## src/rtl/core_pkg.sv

```systemverilog
// Shared types for the register-file write-back path: widths, the write request
// record and the source-select encoding used by the write-back arbiter.
package core_pkg;

  localparam int unsigned XLEN      = 32;
  localparam int unsigned REG_IDX_W = 5;

  typedef struct packed {
    logic [REG_IDX_W-1:0] rd;
    logic [XLEN-1:0]      data;
  } wb_req_t;

  typedef enum logic [1:0] {
    SRC_NONE,
    SRC_EX,
    SRC_LD,
    SRC_MD
  } wb_src_e;

endpackage

```

## src/rtl/wb_fifo.sv

```systemverilog
// Synchronous FIFO of write-back requests. Push is ignored when full and pop when empty,
// so callers may drive both freely; DEPTH must be a power of two so pointers wrap naturally.
module wb_fifo
  import core_pkg::*;
#(
  parameter int unsigned DEPTH = 2
) (
  input  logic    clk,
  input  logic    rst,
  input  logic    push,
  input  wb_req_t push_req,
  input  logic    pop,
  output wb_req_t head,
  output logic    full,
  output logic    empty
);

  localparam int unsigned PtrW = (DEPTH > 1) ? $clog2(DEPTH) : 1;
  localparam int unsigned CntW = $clog2(DEPTH + 1);

  wb_req_t         mem_q [DEPTH];
  logic [PtrW-1:0] wr_ptr_q, wr_ptr_d;
  logic [PtrW-1:0] rd_ptr_q, rd_ptr_d;
  logic [CntW-1:0] cnt_q, cnt_d;
  logic            do_push, do_pop;

  assign full    = (cnt_q == CntW'(DEPTH));
  assign empty   = (cnt_q == '0);
  assign do_push = push && !full;
  assign do_pop  = pop && !empty;
  assign head    = mem_q[rd_ptr_q];

  always_comb begin
    wr_ptr_d = wr_ptr_q;
    rd_ptr_d = rd_ptr_q;
    cnt_d    = cnt_q;
    if (do_push) begin
      wr_ptr_d = wr_ptr_q + PtrW'(1);
    end
    if (do_pop) begin
      rd_ptr_d = rd_ptr_q + PtrW'(1);
    end
    unique case ({do_push, do_pop})
      2'b10:   cnt_d = cnt_q + CntW'(1);
      2'b01:   cnt_d = cnt_q - CntW'(1);
      default: cnt_d = cnt_q;
    endcase
  end

  always_ff @(posedge clk) begin
    if (rst) begin
      wr_ptr_q <= '0;
      rd_ptr_q <= '0;
      cnt_q    <= '0;
    end else begin
      wr_ptr_q <= wr_ptr_d;
      rd_ptr_q <= rd_ptr_d;
      cnt_q    <= cnt_d;
    end
  end

  // Storage is not reset: the count alone decides which entries are meaningful.
  always_ff @(posedge clk) begin
    if (do_push) begin
      mem_q[wr_ptr_q] <= push_req;
    end
  end

endmodule

```

## src/rtl/wb_arbiter.sv

```systemverilog
// Register-file write-back arbiter: merges EX, LD and buffered MD results into one registered
// write per cycle and tracks outstanding long-op destinations for decode hazard checks.
module wb_arbiter
  import core_pkg::*;
#(
  parameter int unsigned MD_DEPTH     = 2,
  parameter int unsigned STARVE_LIMIT = 4
) (
  input  logic                 clk,
  input  logic                 rst,
  input  logic                 ex_valid,
  input  logic [REG_IDX_W-1:0] ex_rd,
  input  logic [XLEN-1:0]      ex_data,
  input  logic                 ld_valid,
  output logic                 ld_ready,
  input  logic [REG_IDX_W-1:0] ld_rd,
  input  logic [XLEN-1:0]      ld_data,
  input  logic                 md_valid,
  output logic                 md_ready,
  input  logic [REG_IDX_W-1:0] md_rd,
  input  logic [XLEN-1:0]      md_data,
  input  logic                 iss_valid,
  input  logic [REG_IDX_W-1:0] iss_rd,
  output logic                 wb_en,
  output logic [REG_IDX_W-1:0] rd_index,
  output logic [XLEN-1:0]      wb_data,
  output logic [31:0]          busy
);

  localparam int unsigned StW = $clog2(STARVE_LIMIT + 1);

  wb_req_t              fifo_head;
  wb_req_t              md_req;
  logic                 fifo_full, fifo_empty;
  logic                 fifo_push, fifo_pop;
  logic                 ld_block;

  wb_src_e              sel;
  wb_req_t              sel_req;

  logic [StW-1:0]       starve_q, starve_d;
  logic [31:0]          busy_q, busy_d;
  logic                 wb_en_q, wb_en_d;
  logic [REG_IDX_W-1:0] rd_index_q, rd_index_d;
  logic [XLEN-1:0]      wb_data_q, wb_data_d;

  assign md_req    = '{rd: md_rd, data: md_data};
  assign md_ready  = !fifo_full;
  assign fifo_push = md_valid && md_ready;
  assign fifo_pop  = (sel == SRC_MD);

  wb_fifo #(
    .DEPTH(MD_DEPTH)
  ) u_md_fifo (
    .clk     (clk),
    .rst     (rst),
    .push    (fifo_push),
    .push_req(md_req),
    .pop     (fifo_pop),
    .head    (fifo_head),
    .full    (fifo_full),
    .empty   (fifo_empty)
  );

  // LD yields once the MD head has waited long enough, so MD cannot be starved forever.
  assign ld_block = (starve_q >= StW'(STARVE_LIMIT)) && !fifo_empty;
  assign ld_ready = !ex_valid && !ld_block;

  always_comb begin
    sel     = SRC_NONE;
    sel_req = '0;
    if (ex_valid) begin
      sel     = SRC_EX;
      sel_req = '{rd: ex_rd, data: ex_data};
    end else if (ld_valid && !ld_block) begin
      sel     = SRC_LD;
      sel_req = '{rd: ld_rd, data: ld_data};
    end else if (!fifo_empty) begin
      sel     = SRC_MD;
      sel_req = fifo_head;
    end
  end

  always_comb begin
    starve_d = starve_q;
    if (fifo_pop || fifo_empty) begin
      starve_d = '0;
    end else if (starve_q < StW'(STARVE_LIMIT)) begin
      starve_d = starve_q + StW'(1);
    end
  end

  // Clear before set so an issue to the same register in the write cycle stays pending.
  always_comb begin
    busy_d = busy_q;
    if (sel == SRC_LD || sel == SRC_MD) begin
      busy_d[sel_req.rd] = 1'b0;
    end
    if (iss_valid && (iss_rd != '0)) begin
      busy_d[iss_rd] = 1'b1;
    end
    busy_d[0] = 1'b0;
  end

  // x0 results consume their slot and load the data path but never raise the write enable.
  always_comb begin
    wb_en_d    = 1'b0;
    rd_index_d = rd_index_q;
    wb_data_d  = wb_data_q;
    if (sel != SRC_NONE) begin
      wb_en_d    = (sel_req.rd != '0);
      rd_index_d = sel_req.rd;
      wb_data_d  = sel_req.data;
    end
  end

  always_ff @(posedge clk) begin
    if (rst) begin
      starve_q   <= '0;
      busy_q     <= '0;
      wb_en_q    <= 1'b0;
      rd_index_q <= '0;
      wb_data_q  <= '0;
    end else begin
      starve_q   <= starve_d;
      busy_q     <= busy_d;
      wb_en_q    <= wb_en_d;
      rd_index_q <= rd_index_d;
      wb_data_q  <= wb_data_d;
    end
  end

  assign wb_en    = wb_en_q;
  assign rd_index = rd_index_q;
  assign wb_data  = wb_data_q;
  assign busy     = busy_q;

endmodule

```

## config.mk

```make
export PLATFORM = sky130hd
export DESIGN_NAME = wb_arbiter
export DESIGN_NICKNAME = d
export VERILOG_FILES = /design/src/rtl/core_pkg.sv /design/src/rtl/wb_fifo.sv /design/src/rtl/wb_arbiter.sv
export SDC_FILE = /design/constraint.sdc
export NUM_CORES = 1
export LEC_CHECK = 0
export BUFFER_PORTS_ARGS = -buffer_cell sky130_fd_sc_hd__buf_2
export CAP_MARGIN = 20
export CORE_MARGIN = 5
export CORE_UTILIZATION = 45
export CTS_CLUSTER_SIZE = 30
export DETAILED_ROUTE_END_ITERATION = 12
export PLACE_DENSITY = 0.71
export REMOVE_ABC_BUFFERS = 1
export SETUP_SLACK_MARGIN = 0.2
export SLEW_MARGIN = 15
export SYNTH_ARGS = -nofsm -noshare
export SYNTH_HDL_FRONTEND = slang
export SYNTH_SLANG_ARGS = --single-unit
```

## constraint.sdc

```tcl
create_clock -name clk -period 3.3 [get_ports clk]
set_input_delay 0.33 -clock clk [delete_from_list [all_inputs] [get_ports clk]]
set_output_delay 0.33 -clock clk [all_outputs]
set_load 0.02 [all_outputs]
```

==> flow_summary.ini <==
[worst_setup_path]
required_ns = 3.63
crit_type = register to register
reg2reg_to = busy[25]
start_kind = register
cp-end-kind = register
r2r_start = u_md_fifo.cnt_q[0]
rr_worst_depth = 5
crit_path_max_fanout = 18
crit_arrival_ns = 2.72
ff2ff_setup_slack_ns = 0.91

[die]
dieArea_um2 = 16800
dieHeight_um = 130
dieWidth_um = 130
start_util_pct = 46.1
coreArea_um2 = 14000
std_cell_rows = 43
boundaryPins = 194

[worst_hold_path]
hold_class = input port to register
holdCritStartpoint = md_data[2]
worstHoldEndpoint = u_md_fifo.mem_q[0][2]
holdPathStages = 1

[placed_design]
gp_congestion = 0.890
pre_cts_ws_ns = 0.792
portBuffers = 192
place_hpwl_mm = 12.7
post_dp_cell_area_um2 = 7490

[routing]
final_antenna_net_count = 0
drtIter0Drc = 470
totalWireLength_mm = 17.7
via_per_inst = 5.73
drc = 0
wl_per_cell_um = 18.7
num_vias = 5420
first_pass_iters = 5

[clock_network]
postCtsHoldBufs = 0
cts_setup_buffers = 0
cts_sinks = 151
cts_buffers = 17
cts_tree = built
ctsResizeCount = 0
clk_latency_ns = 0.42
h-tree-depth = 4
clk_pin_slew_worst_paths_ns = 0.06
root_buffer = clkbuf_16
clock_path_buffers = 2

[synthesis]
syn_avg_cell_area_um2 = 11.2
synth_cells = 576
ys_ff_latch = 151
syn_area_um2 = 6450
synthTopCellsByArea = edfxtp_1 (34%), dfxtp_1 (24%), mux2i_1 (5.9%), nor3_1 (5.0%), a221oi_1 (4.3%)
yosysTopAreaCell = edfxtp_1
synth.distinct_cells = 48
ys_seq_area_share_pct = 58.3
ys_warn_count = 0
synth_top_area_share_pct = 34.4

[pwr]
power_frac_seq_pct = 45.9
ir_drop_uv = 347
p_total_mw = 4.92
cellLeakagePower_nw = 3.02
p_per_area_nw_per_um2 = 611
pwr-share-comb_pct = 17.1
p_clk_share_pct = 37.0
swShare_pct = 28.9
intPower_mw = 3.50
switching_power_mw = 1.42

[global_routing]
grt_max_degree = 59
grt_overflow = 0
grt_pass1_wl_mm = 27.2
grt_antenna_before_repair = 4
grt_usage_pct = 20.8
grt_pass1_vias = 5338

[run]
cap_violations = 0

[layout]
area.growth.synth_to_final_pct = 24.8
final_area_um2 = 8050
layout_commonest_cell = buf_2
num_antenna_cells = 0
multiInputGateArea_um2 = 2470
nets = 877
final_cell_mix = buf_2 (192), dfxtp_1 (76), edfxtp_1 (74)
register_area_um2 = 3760
num-fill-cells = 1200
drive_above_1_share_pct = 34.6
final_core_util_pct = 57.5

[status]
status = complete, no violations

[timing]
tightest_slew_ns = 0.926
rsz0062_at_grt = false
fin_crit_ns = 2.39
fmax_mhz = 419
hold_violations = 0
setup_violations = 0
finalMaxSlewViolations = 0
fin_crit_sh_pct = 72.4
finalWorstSetupSlack_ns = 0.911
skew_ns = 0.00725
slew_headroom_pct = 38.3
==> power by group through the flow <==
| stage | sequential [mW] | clock, mW | combinational [mW] |
|---|---|---|---|
| after floorplan | 2.35 | 0 | 0.447 |
| after global placement | 2.29 | 0 | 0.819 |
| after detailed placement | 2.30 | 0 | 0.842 |
| after CTS | 2.26 | 1.83 | 0.846 |
| after global routing | 2.28 | 1.93 | 0.914 |
| final | 2.26 | 1.82 | 0.840 |
==> metal layers <==
| layer | wire (um) | global-route usage [%] | vias up |
|---|---|---|---|
| met1 | 6900 | 26.4 | 2571 |
| li1 | - | - | 2509 |
| met2 | 8440 | 33.3 | 311 |
| met3 | 2100 | 8.19 | 21 |
| met4 | 201 | 6.17 | 8 |
| met5 | 41 | 0 | - |
==> synthesized netlist by cell type (all sizes together) <==
library cell / count
a211o: 1
a211oi: 31
a21oi: 39
a221o: 3
a221oi: 35
a311oi: 1
a31oi: 1
and3: 2
buf: 20
clkbuf: 22
conb: 1
dfxtp: 77
edfxtp: 74
ha: 2
inv: 2
mux2i: 38
nand2: 44
nand2b: 4
nand3: 4
nand4: 1
nor2: 75
nor2b: 4
nor3: 74
nor4: 4
o21a: 1
o21ai: 3
o31a: 1
o31ai: 1
o32ai: 1
or2: 2
or2b: 1
or3: 2
xnor2: 2
xor2: 3
==> state kept, by name, indices dropped and copies added (netlist names), named ones only <==
register            count
u_md_fifo.mem_q        74
wb_data                32
busy                   31
rd_index                5
starve_q                3
u_md_fifo.cnt_q         2
u_md_fifo.rd_ptr_q      1
u_md_fifo.wr_ptr_q      1
wb_en                   1
==> worst max path at each step <==
stage                                   from     endpoint
after floorplan           u_md_fifo.cnt_q[0]  rd_index[0]
after global placement              ex_valid      busy[1]
after detailed placement            ex_valid     busy[25]
after CTS                 u_md_fifo.cnt_q[0]     busy[25]
after global routing      u_md_fifo.cnt_q[0]     busy[29]
final                     u_md_fifo.cnt_q[0]     busy[25]
==> worst max-delay path, stage by stage (launching register included) <==
cell and delay [ns]:
dfxtp_1 0.42, o21a_4 0.28, nor3_4 0.69, a221o_2 0.52, nor3_1 0.11, a211oi_1 0.27
==> logic make-up after synthesis <==
kind of cell | count (synthesis) | share of synthesized area (%)
AOI/OAI and AO/OA | 118 | 14.5
xor gates and xnor gates | 5 | 0.679
adders and majority gates | 2 | 0.388
buffers and inverters | 44 | 3.67
DFF | 151 | 58.3
muxes | 38 | 5.90
other | 1 | 0.0581
and+or+nand+nor | 217 | 16.5
==> stage by stage <==
step                      TNS [ns]  cells  hold WS (ns)
after floorplan              -7.57    534         0.399
after global placement           0    914         0.436
after detailed placement         0    914         0.442
after CTS                        0    946        0.0787
after global routing             0    946        0.0713
final                            0    946        0.0922
==> final cells by class <==
type | instances | area share (%)
sequential | 151 | 46.8
multi-input combinational | 381 | 30.7
timing repair buffer | 200 | 12.7
clock buffer | 19 | 5.77
tap | 180 | 2.80
clock inverter | 13 | 1.17
inverter | 2 | 0.0933
No activity file was read; power rests on OpenSTA's default activity.
